$ cat src/rtl/rst_req_gen_pkg.sv
// Shared definitions for the reset-request initiator.
// Contents:
//   state_e   - controller state encoding
//   SyncDepth - number of flops in each input synchronizer
package rst_req_gen_pkg;

    typedef enum logic [2:0] {
        StIdle,
        StDrive,
        StRelease,
        StLockout,
        StFault
    } state_e;

    localparam int unsigned SyncDepth = 2;

endpackage

$ cat src/rtl/rst_req_gen_if.sv
// Bundle of the reset-request initiator's board and control signals.
// Signals:
//   pb_n         - raw active-low pushbutton (asynchronous)
//   sw_req       - single-cycle software reset request
//   pad_sense    - raw pad level, 1 = released (asynchronous)
//   pad_drive_en - 1 enables the pad's low driver
//   busy         - high whenever the controller is not idle
//   fault        - sticky release-timeout flag
//   req_count    - count of accepted requests (wraps)
// Modports: master drives the inputs and observes the status; slave is the controller.
interface rst_req_gen_if;

    logic       pb_n;
    logic       sw_req;
    logic       pad_sense;
    logic       pad_drive_en;
    logic       busy;
    logic       fault;
    logic [7:0] req_count;

    modport master (
        output pb_n,
        output sw_req,
        output pad_sense,
        input  pad_drive_en,
        input  busy,
        input  fault,
        input  req_count
    );

    modport slave (
        input  pb_n,
        input  sw_req,
        input  pad_sense,
        output pad_drive_en,
        output busy,
        output fault,
        output req_count
    );

endinterface

$ cat src/rtl/rst_req_gen_sync_debounce.sv
// Synchronizer plus debouncer for one asynchronous active-low level input.
// Ports:
//   clk_i   - clock
//   rst_ni  - asynchronous active-low reset
//   d_i     - raw asynchronous input (idle high)
//   press_o - registered one-cycle pulse on a debounced high-to-low transition
// The debounced level only moves after DebounceCycles consecutive synchronized samples
// that disagree with it, so a second press needs an accepted release in between.
module rst_req_gen_sync_debounce
    import rst_req_gen_pkg::*;
#(
    parameter int unsigned DebounceCycles = 1000,
    parameter int unsigned CntW           = 16
) (
    input  logic clk_i,
    input  logic rst_ni,
    input  logic d_i,
    output logic press_o
);

    logic [SyncDepth-1:0] sync_q;
    logic [CntW-1:0]      cnt_q, cnt_d;
    logic                 level_q, level_d;
    logic                 press_q, press_d;
    logic                 sample;

    assign sample = sync_q[SyncDepth-1];

    always_comb begin
        cnt_d   = '0;
        level_d = level_q;
        press_d = 1'b0;
        if (sample != level_q) begin
            if (cnt_q == CntW'(DebounceCycles - 1)) begin
                level_d = sample;
                press_d = ~sample;
            end else begin
                cnt_d = cnt_q + CntW'(1);
            end
        end
    end

    always_ff @(posedge clk_i or negedge rst_ni) begin
        if (!rst_ni) begin
            sync_q  <= '1;
            cnt_q   <= '0;
            level_q <= 1'b1;
            press_q <= 1'b0;
        end else begin
            sync_q  <= {sync_q[SyncDepth-2:0], d_i};
            cnt_q   <= cnt_d;
            level_q <= level_d;
            press_q <= press_d;
        end
    end

    assign press_o = press_q;

endmodule

$ cat src/rtl/rst_req_gen.sv
// Reset-request initiator for the shared board reset pad.
// Ports:
//   clk     - always-on clock
//   reset_n - asynchronous active-low reset, independent of the pad
//   bus     - slave side of rst_req_gen_if (pushbutton, sw request, pad sense, status)
// A debounced press or a software request drives the pad low for HOLD_CYCLES, then the
// controller waits for the pull-up to restore the pad (flagging a sticky fault after
// RELEASE_TIMEOUT cycles) and enforces LOCKOUT_CYCLES of dead time before re-arming.
module rst_req_gen
    import rst_req_gen_pkg::*;
#(
    parameter int unsigned DEBOUNCE_CYCLES = 16'd1000,
    parameter int unsigned HOLD_CYCLES     = 16'd512,
    parameter int unsigned RELEASE_TIMEOUT = 16'd4096,
    parameter int unsigned LOCKOUT_CYCLES  = 16'd2048,
    parameter int unsigned CNT_W           = 16
) (
    input logic          clk,
    input logic          reset_n,
    rst_req_gen_if.slave bus
);

    state_e               state_q, state_d;
    logic [CNT_W-1:0]     cnt_q, cnt_d;
    logic [7:0]           count_q, count_d;
    logic                 drive_q, drive_d;
    logic                 busy_q, busy_d;
    logic                 fault_q, fault_d;
    logic [SyncDepth-1:0] pad_sync_q;
    logic                 pad_high;
    logic                 press;
    logic                 req;

    rst_req_gen_sync_debounce #(
        .DebounceCycles (DEBOUNCE_CYCLES),
        .CntW           (CNT_W)
    ) u_pb (
        .clk_i   (clk),
        .rst_ni  (reset_n),
        .d_i     (bus.pb_n),
        .press_o (press)
    );

    assign pad_high = pad_sync_q[SyncDepth-1];
    // A press and a software request landing together are a single request.
    assign req      = press | bus.sw_req;

    // State, shared counter, request counter and registered outputs.
    always_ff @(posedge clk or negedge reset_n) begin
        if (!reset_n) begin
            state_q    <= StIdle;
            cnt_q      <= '0;
            count_q    <= '0;
            drive_q    <= 1'b0;
            busy_q     <= 1'b0;
            fault_q    <= 1'b0;
            pad_sync_q <= '1;
        end else begin
            state_q    <= state_d;
            cnt_q      <= cnt_d;
            count_q    <= count_d;
            drive_q    <= drive_d;
            busy_q     <= busy_d;
            fault_q    <= fault_d;
            pad_sync_q <= {pad_sync_q[SyncDepth-2:0], bus.pad_sense};
        end
    end

    // Next state. The one counter is reloaded with (length - 1) on entry to each timed
    // state and the state ends on the cycle it reads zero.
    always_comb begin
        state_d = state_q;
        cnt_d   = cnt_q;
        count_d = count_q;
        unique case (state_q)
            StIdle: begin
                if (req) begin
                    state_d = StDrive;
                    cnt_d   = CNT_W'(HOLD_CYCLES - 1);
                    count_d = count_q + 8'd1;
                end
            end
            StDrive: begin
                if (cnt_q == '0) begin
                    state_d = StRelease;
                    cnt_d   = CNT_W'(RELEASE_TIMEOUT - 1);
                end else begin
                    cnt_d = cnt_q - CNT_W'(1);
                end
            end
            StRelease: begin
                // Pad release wins over a timeout that expires on the same edge.
                if (pad_high) begin
                    state_d = StLockout;
                    cnt_d   = CNT_W'(LOCKOUT_CYCLES - 1);
                end else if (cnt_q == '0) begin
                    state_d = StFault;
                end else begin
                    cnt_d = cnt_q - CNT_W'(1);
                end
            end
            StLockout: begin
                if (cnt_q == '0) begin
                    state_d = StIdle;
                end else begin
                    cnt_d = cnt_q - CNT_W'(1);
                end
            end
            StFault: begin
                if (pad_high) begin
                    state_d = StLockout;
                    cnt_d   = CNT_W'(LOCKOUT_CYCLES - 1);
                end
            end
            default: begin
                state_d = StIdle;
            end
        endcase
    end

    // Outputs are registered from the next state so they change on the transition edge.
    always_comb begin
        drive_d = (state_d == StDrive);
        busy_d  = (state_d != StIdle);
        fault_d = fault_q | (state_d == StFault);
    end

    assign bus.pad_drive_en = drive_q;
    assign bus.busy         = busy_q;
    assign bus.fault        = fault_q;
    assign bus.req_count    = count_q;

endmodule

$ cat src/flat_wrapper.sv
// flat-port wrapper written by rule: the top's interface ports become plain ports
module rst_req_gen_flat import rst_req_gen_pkg::*;
#(
    parameter int unsigned DEBOUNCE_CYCLES = 16'd1000,
    parameter int unsigned HOLD_CYCLES     = 16'd512,
    parameter int unsigned RELEASE_TIMEOUT = 16'd4096,
    parameter int unsigned LOCKOUT_CYCLES  = 16'd2048,
    parameter int unsigned CNT_W           = 16
)
  (clk, reset_n, bus_pb_n, bus_sw_req, bus_pad_sense, bus_pad_drive_en, bus_busy, bus_fault, bus_req_count);
  rst_req_gen_if bus_i ();
  input logic clk;
  input logic reset_n;
  input wire logic [$bits(bus_i.pb_n)-1:0] bus_pb_n;
  input wire logic [$bits(bus_i.sw_req)-1:0] bus_sw_req;
  input wire logic [$bits(bus_i.pad_sense)-1:0] bus_pad_sense;
  output wire logic [$bits(bus_i.pad_drive_en)-1:0] bus_pad_drive_en;
  output wire logic [$bits(bus_i.busy)-1:0] bus_busy;
  output wire logic [$bits(bus_i.fault)-1:0] bus_fault;
  output wire logic [$bits(bus_i.req_count)-1:0] bus_req_count;
  assign bus_i.pb_n = bus_pb_n;
  assign bus_i.sw_req = bus_sw_req;
  assign bus_i.pad_sense = bus_pad_sense;
  assign bus_pad_drive_en = bus_i.pad_drive_en;
  assign bus_busy = bus_i.busy;
  assign bus_fault = bus_i.fault;
  assign bus_req_count = bus_i.req_count;
  rst_req_gen #(.DEBOUNCE_CYCLES(DEBOUNCE_CYCLES), .HOLD_CYCLES(HOLD_CYCLES), .RELEASE_TIMEOUT(RELEASE_TIMEOUT), .LOCKOUT_CYCLES(LOCKOUT_CYCLES), .CNT_W(CNT_W)) u_core (.clk(clk), .reset_n(reset_n), .bus(bus_i));
endmodule
$ cat config.mk
export PLATFORM = sky130hd
export DESIGN_NAME = rst_req_gen_flat
export DESIGN_NICKNAME = d
export VERILOG_FILES = /design/src/rtl/rst_req_gen_pkg.sv /design/src/rtl/rst_req_gen_if.sv /design/src/rtl/rst_req_gen_sync_debounce.sv /design/src/rtl/rst_req_gen.sv /design/src/flat_wrapper.sv
export SDC_FILE = /design/constraint.sdc
export NUM_CORES = 1
export LEC_CHECK = 0
export ABC_AREA = 1
export CAP_MARGIN = 25
export CORE_MARGIN = 10
export CORE_UTILIZATION = 48
export DETAILED_ROUTE_END_ITERATION = 10
export PLACE_DENSITY_LB_ADDON = 0.15
export SLEW_MARGIN = 10
export SYNTH_ARGS = -nofsm -noshare
export SYNTH_HDL_FRONTEND = slang
export SYNTH_SLANG_ARGS = --single-unit
$ cat constraint.sdc
create_clock -name clk -period 2.05 [get_ports clk]
set_input_delay 0.41 -clock clk [delete_from_list [all_inputs] [get_ports clk]]
set_output_delay 0.41 -clock clk [all_outputs]
set_load 0.01 [all_outputs]
---- Word level (Yosys, flattened, before mapping) ----
Index checks and enable logic that the tools add are counted.
storage, ports and cells
  flip-flop bits (word level) ............. 52
  output and inout port bits .............. 11
  input bits .............................. 5
  logic and storage cells ................. 51
cells by class
  mux-type cells .......................... 17
  equal/unequal tests ..................... 10
  bitwise operators ....................... 3
  $add $sub $neg .......................... 3
  reduce and logical (&&, ||, !) cells .... 7
operator list
  cell                   number
  $mux 16                7
  $pmux 16 s5            1
  $mux 3                 6
  $add 16x1->16 const B  1
  $eq 16x10->1 const B   1
  $logic_not 16->1       1
  $sub 16x1->16 const B  1
  $pmux 3 s5             1
  $add 8x1->8 const B    1
  $eq 3x1->1 const B     2
  $eq 3x2->1 const B     2
  $eq 3x3->1 const B     2
  $reduce_bool 5->1      1
  $ne 2x1->1 const B     2
  $reduce_and 2->1       2
  $logic_not 3->1        1
  $reduce_and 3->1       1
  $reduce_bool 3->1      1
  $mux 1                 2
  $or 1x1->1             2
  $ne 1x1->1             1
  $not 1->1              1

---- Longest topological paths before layout ----
  depth in word-level cells ............... 6
  mapped depth ............................ 11

---- Modules after synthesis ----
From an unflattened synthesis, not the netlist that was laid out.
unflattened totals
  cells, all modules ...................... 407
  area, all modules ....................... 3081.7 µm²
by module, submodules not included
  module                     seq. area each (µm²)  cells each  area an instance (µm²)  instances
  rst_req_gen                803.3                 276         2052.0                  1
  rst_req_gen_sync_debounce  504.2                 131         1029.7                  1

---- Worst setup path before layout ----
No wires, ideal clock.
  path kind ............................... flip-flop to flip-flop
  start ................................... register u_core.cnt_q[0]
  end ..................................... register u_core.cnt_q[0]
  period minus slack after synthesis ...... 1.738 ns
  cell stages (with the launch flop) ...... 10
  arrival time ............................ 1.608 ns
  path slack .............................. 0.312 ns
  path through ............................ dfrtp_1 > inv_1 > ha_1 > nand3_2 > nor2_4 > nand3_4 > buf_6 > ha_1 > a21oi_1 > a31oi_1
on the way
  word-level cells in the longest chain between the ends .. 4
  elaborated cells on any way between the ends .. 6
  classes of those cells .................. 1 x add/sub; 4 x mux; 1 x reduce/logical
ends and longest elaborated chain
  item                                                      RTL line                               source
  start: declaration                                        rst_req_gen.sv:24                      logic [CNT_W-1:0] cnt_q, cnt_d;
  start signal: assignment                                  rst_req_gen.sv:60                      cnt_q <= cnt_d;
  $sub 16x1->16 / $logic_not 16->1 (equally long branches)  -
  $mux 16                                                   rst_req_gen.sv:96, rst_req_gen.sv:103
  $mux 16                                                   rst_req_gen.sv:93                      if (pad_high) begin
  $pmux 16 s5 *                                             rst_req_gen.sv:75                      unique case (state_q)
Mark *: on every way between the ends. The rest lies on a longest branch, timed or not.
A chain may end at the register's enable or synchronous reset.

---- Worst setup path after layout ----
  start ................................... register u_core.cnt_q[0]
  end ..................................... register u_core.cnt_q[11]
The elaborated chain is that of the path after synthesis.

==> qor.txt <==
Status -> complete, no violations
Worst R2R Setup Slack -> 310 ps
Initial antenna violation count -> 0
Critical-path cell list -> inv_1 -> ha_1 -> nand3_2 -> nor2_4 -> nand4_1 -> inv_1 -> nor2_1 -> nand2_1 -> nand2_1
Worst path arrival time -> 1950 ps
Power Total -> 1710 uW
Vias in the first global route -> 2420
Setup Crit Path Kind -> reg2reg
Combinational family with the most area after synthesis -> simple AND/OR/NAND/NOR gates
Clk pwr share -> 0.361
Sw Ratio -> 0.236
Reg power frac -> 0.611
Top-count cell post-synth -> nand2_1
Die H -> 98.0 um
Post-synthesis xor/xnor area fraction -> 0.0450
Crit-path slowest cell -> dfrtp_1
P_int -> 1300 uW
GP Congestion -> 0.839
Main flop type after synthesis -> dfrtp_1
Core area -> 5920 um^2
Mux contribution to synthesized area -> 0
Logic pwr share -> 0.027
Top cells by area, synth -> dfrtp_1, nand2_1, nor2_1
Slew Limit Fails -> 0
Hold WS -> 47.6 ps
Number of distinct library cells after synthesis -> 29
RSZ-0062 raised after global routing -> no
CTS root buf -> clkbuf_8
Adder-cell share of the synthesized area -> 0.0172
FF+latch count, synth -> 52
Critical Path Start Type -> flop
DRT Pass-1 Iters -> 4
CTS clk-pin slew, worst paths -> 100 ps
DP HPWL -> 4500 um
Post-CTS resize count -> 0
Measured slew at the worst slew-check pin -> 648 ps
List of most frequent post-synthesis cells -> nand2_1, nor2_1, inv_1, dfrtp_1, nand3_1
Post-synthesis instance area -> 2920 um^2
Critical path's top delay family -> simple AND/OR/NAND/NOR gates
CP peak stage delay -> 410 ps
Compound-Gate Fraction of Synth Area -> 0.0480
Yosys warnings -> 0
Req. time, crit path -> 2260 ps
Max Clk Rate -> 575 MHz
Seq/Total Area, Yosys -> 0.448
Initial core utilization -> 0.493
VDD IR-drop max -> 0.000483 V
Clock period minus worst slack -> 1740 ps
Die area -> 9590 um^2
Share of layout cells above drive strength 1 -> 0.0679
Clk_lat worst skew -> 310 ps
Via density -> 4.94
Deepest clock path buffer count -> 2
Worst Path Max Fanout -> 6
Per-cell routed wire length -> 11.9 um
Relative slew slack -> 0.563
Largest net degree at the start of global routing -> 35
TritonCTS clock tree -> built
Most area-hungry cell type in the Yosys netlist -> dfrtp_1
Simple-gate area share of the yosys netlist -> 0.349
Wire length of the first global-routing pass -> 10600 um
Power Density -> 522 nW/um^2
Cell row count -> 28
Drt drc -> 0
Synthesis-to-finish area growth -> 12.1%
Via count -> 2480
Nets -> 435
Worst r2r src -> u_core.cnt_q[0]$_DFFE_PN0P_
Fraction of registers with async set/reset -> 1.00
Post-synthesis net count -> 411
Post-CTS Hold Buffers -> 0
Global router's overall resource usage -> 0.128
Worst Reg-to-Reg Cells -> 9
Fin. Hold Viols -> 0
Post-DRT Antenna Nets -> 0
Sw power -> 403 uW
Setup Buffers After CTS -> 0
# port buffers -> 15
Post-synth EDFFs -> 0
DRT iter0 DRCs -> 115
Final wirelength -> 5950 um
Setup TNS Final -> 0 ps
Final cell count without fillers -> 502
H-Tree Depth -> 2
Final setup fails -> 0
Crit. End Element -> flop
Global route overflow -> 0
Final Skew -> 5.50 ps
CTS Buf Count -> 5
Critical Path Stages -> 9
Leakage -> 0.00160 uW
Sink Count -> 52
Max-cap violations -> 0
Min-Delay Path Class -> in2async
Worst R2R End -> u_core.cnt_q[11]$_DFFE_PN0P_
Synth Instances -> 402
# IOs -> 16
Final cycle utilization of the critical path -> 0.849
Antenna Cells -> 0
Inst Count DP -> 494
Critical path buffers and inverters -> 2
Critical Path Source -> u_core.cnt_q[0]$_DFFE_PN0P_
Share of the synthesized area in the top cell type -> 0.403
Syn_area_per_cell -> 7.26 um^2
Horiz. Die Dim -> 98.0 um
CP endpoint -> u_core.cnt_q[11]$_DFFE_PN0P_
## through the flow
step / worst slack (ps) / utilization / cell area (um^2)
global route: 89.7 / 0.552 / 3270
detailed placement: 199 / 0.536 / 3180
finish: 310 / 0.552 / 3270
CTS: 300 / 0.552 / 3270
global placement: 237 / 0.536 / 3180
floorplan: 312 / - / 2920
## state kept, by name (all words and copies together) (netlist names)
register and cells:
u_core.bus.pad_drive_en 1, u_core.u_pb.press_o 1, u_core.bus.fault 1, u_core.u_pb.cnt_q 16, u_core.u_pb.level_q 1, u_core.pad_sync_q 2, u_core.bus.req_count 8, u_core.state_q 3
u_core.cnt_q 16, u_core.bus.busy 1, u_core.u_pb.sync_q 2
## worst min-delay path by stage
stage	start	endpoint	slack (ps)
after floorplan	reset_n	u_core.bus.busy$_DFF_PN0_	110
after global placement	u_core.u_pb.sync_q[0]$_DFF_PN1_	u_core.u_pb.sync_q[1]$_DFF_PN1_	350
after detailed placement	u_core.pad_sync_q[0]$_DFF_PN1_	u_core.pad_sync_q[1]$_DFF_PN1_	350
after global routing	reset_n	u_core.cnt_q[9]$_DFFE_PN0P_	70
final	reset_n	u_core.cnt_q[4]$_DFFE_PN0P_	50
after CTS	reset_n	u_core.cnt_q[0]$_DFFE_PN0P_	50
## layout by cell type, fill, tap and decap left out, types with 4 or more instances in the layout
master and n:
a21oi_1 9, clkbuf_8 5, clkdlybuf4s50_1 14, dfrtp_1 47, dfstp_2 5, ha_1 4
inv_1 65, nand2_1 110, nand3_1 29, nand4_1 6, nor2_1 69, nor3_1 8
o21ai_0 12, xor2_1 12
## cells by family (layout without fill, tap and decap cells)
family / count (synthesis) / count (layout)
compound gates: 26 / 26
xor+xnor: 15 / 15
fa+ha+maj: 4 / 4
buf+inv: 68 / 93
flops: 52 / 52
simple gates: 237 / 237
## layout make-up
class / instances / area [um^2]
inverters: 66 / 248
multi-input cells: 282 / 1340
clock buffers: 5 / 68.8
clock inverters: 3 / 26.3
flip-flops and latches: 52 / 1310
repair buffers: 19 / 188
fillers: 582 / 2650
well taps: 75 / 93.8
## metal layers
| layer | GRT usage | vias to the layer above | routed length (um) |
|---|---|---|---|
| li1 | - | 1292 | - |
| met1 | 0.157 | 1141 | 2810 |
| met2 | 0.214 | 41 | 2860 |
| met3 | 0.0268 | 6 | 202 |
| met4 | 0.0492 | 0 | 73 |
| met5 | 0 | - | 0 |
## worst reg2reg max path, stage by stage, from the launching register on
cell and delay (ps):
dfrtp_1 410, inv_1 80, ha_1 210, nand3_2 130
nor2_4 200, nand4_1 280, inv_1 130, nor2_1 60
nand2_1 90, nand2_1 60
## power by group through the flow
stage / Sequential, uW / Combinational, uW / Clock, uW
after floorplan: 1060 / 12.5 / 0
after global placement: 1060 / 48.2 / 0
after detailed placement: 1060 / 49.0 / 0
after CTS: 1040 / 49.0 / 644
after global routing: 1040 / 54.3 / 681
final: 1040 / 46.8 / 616
(Power assumes the default switching activity.)
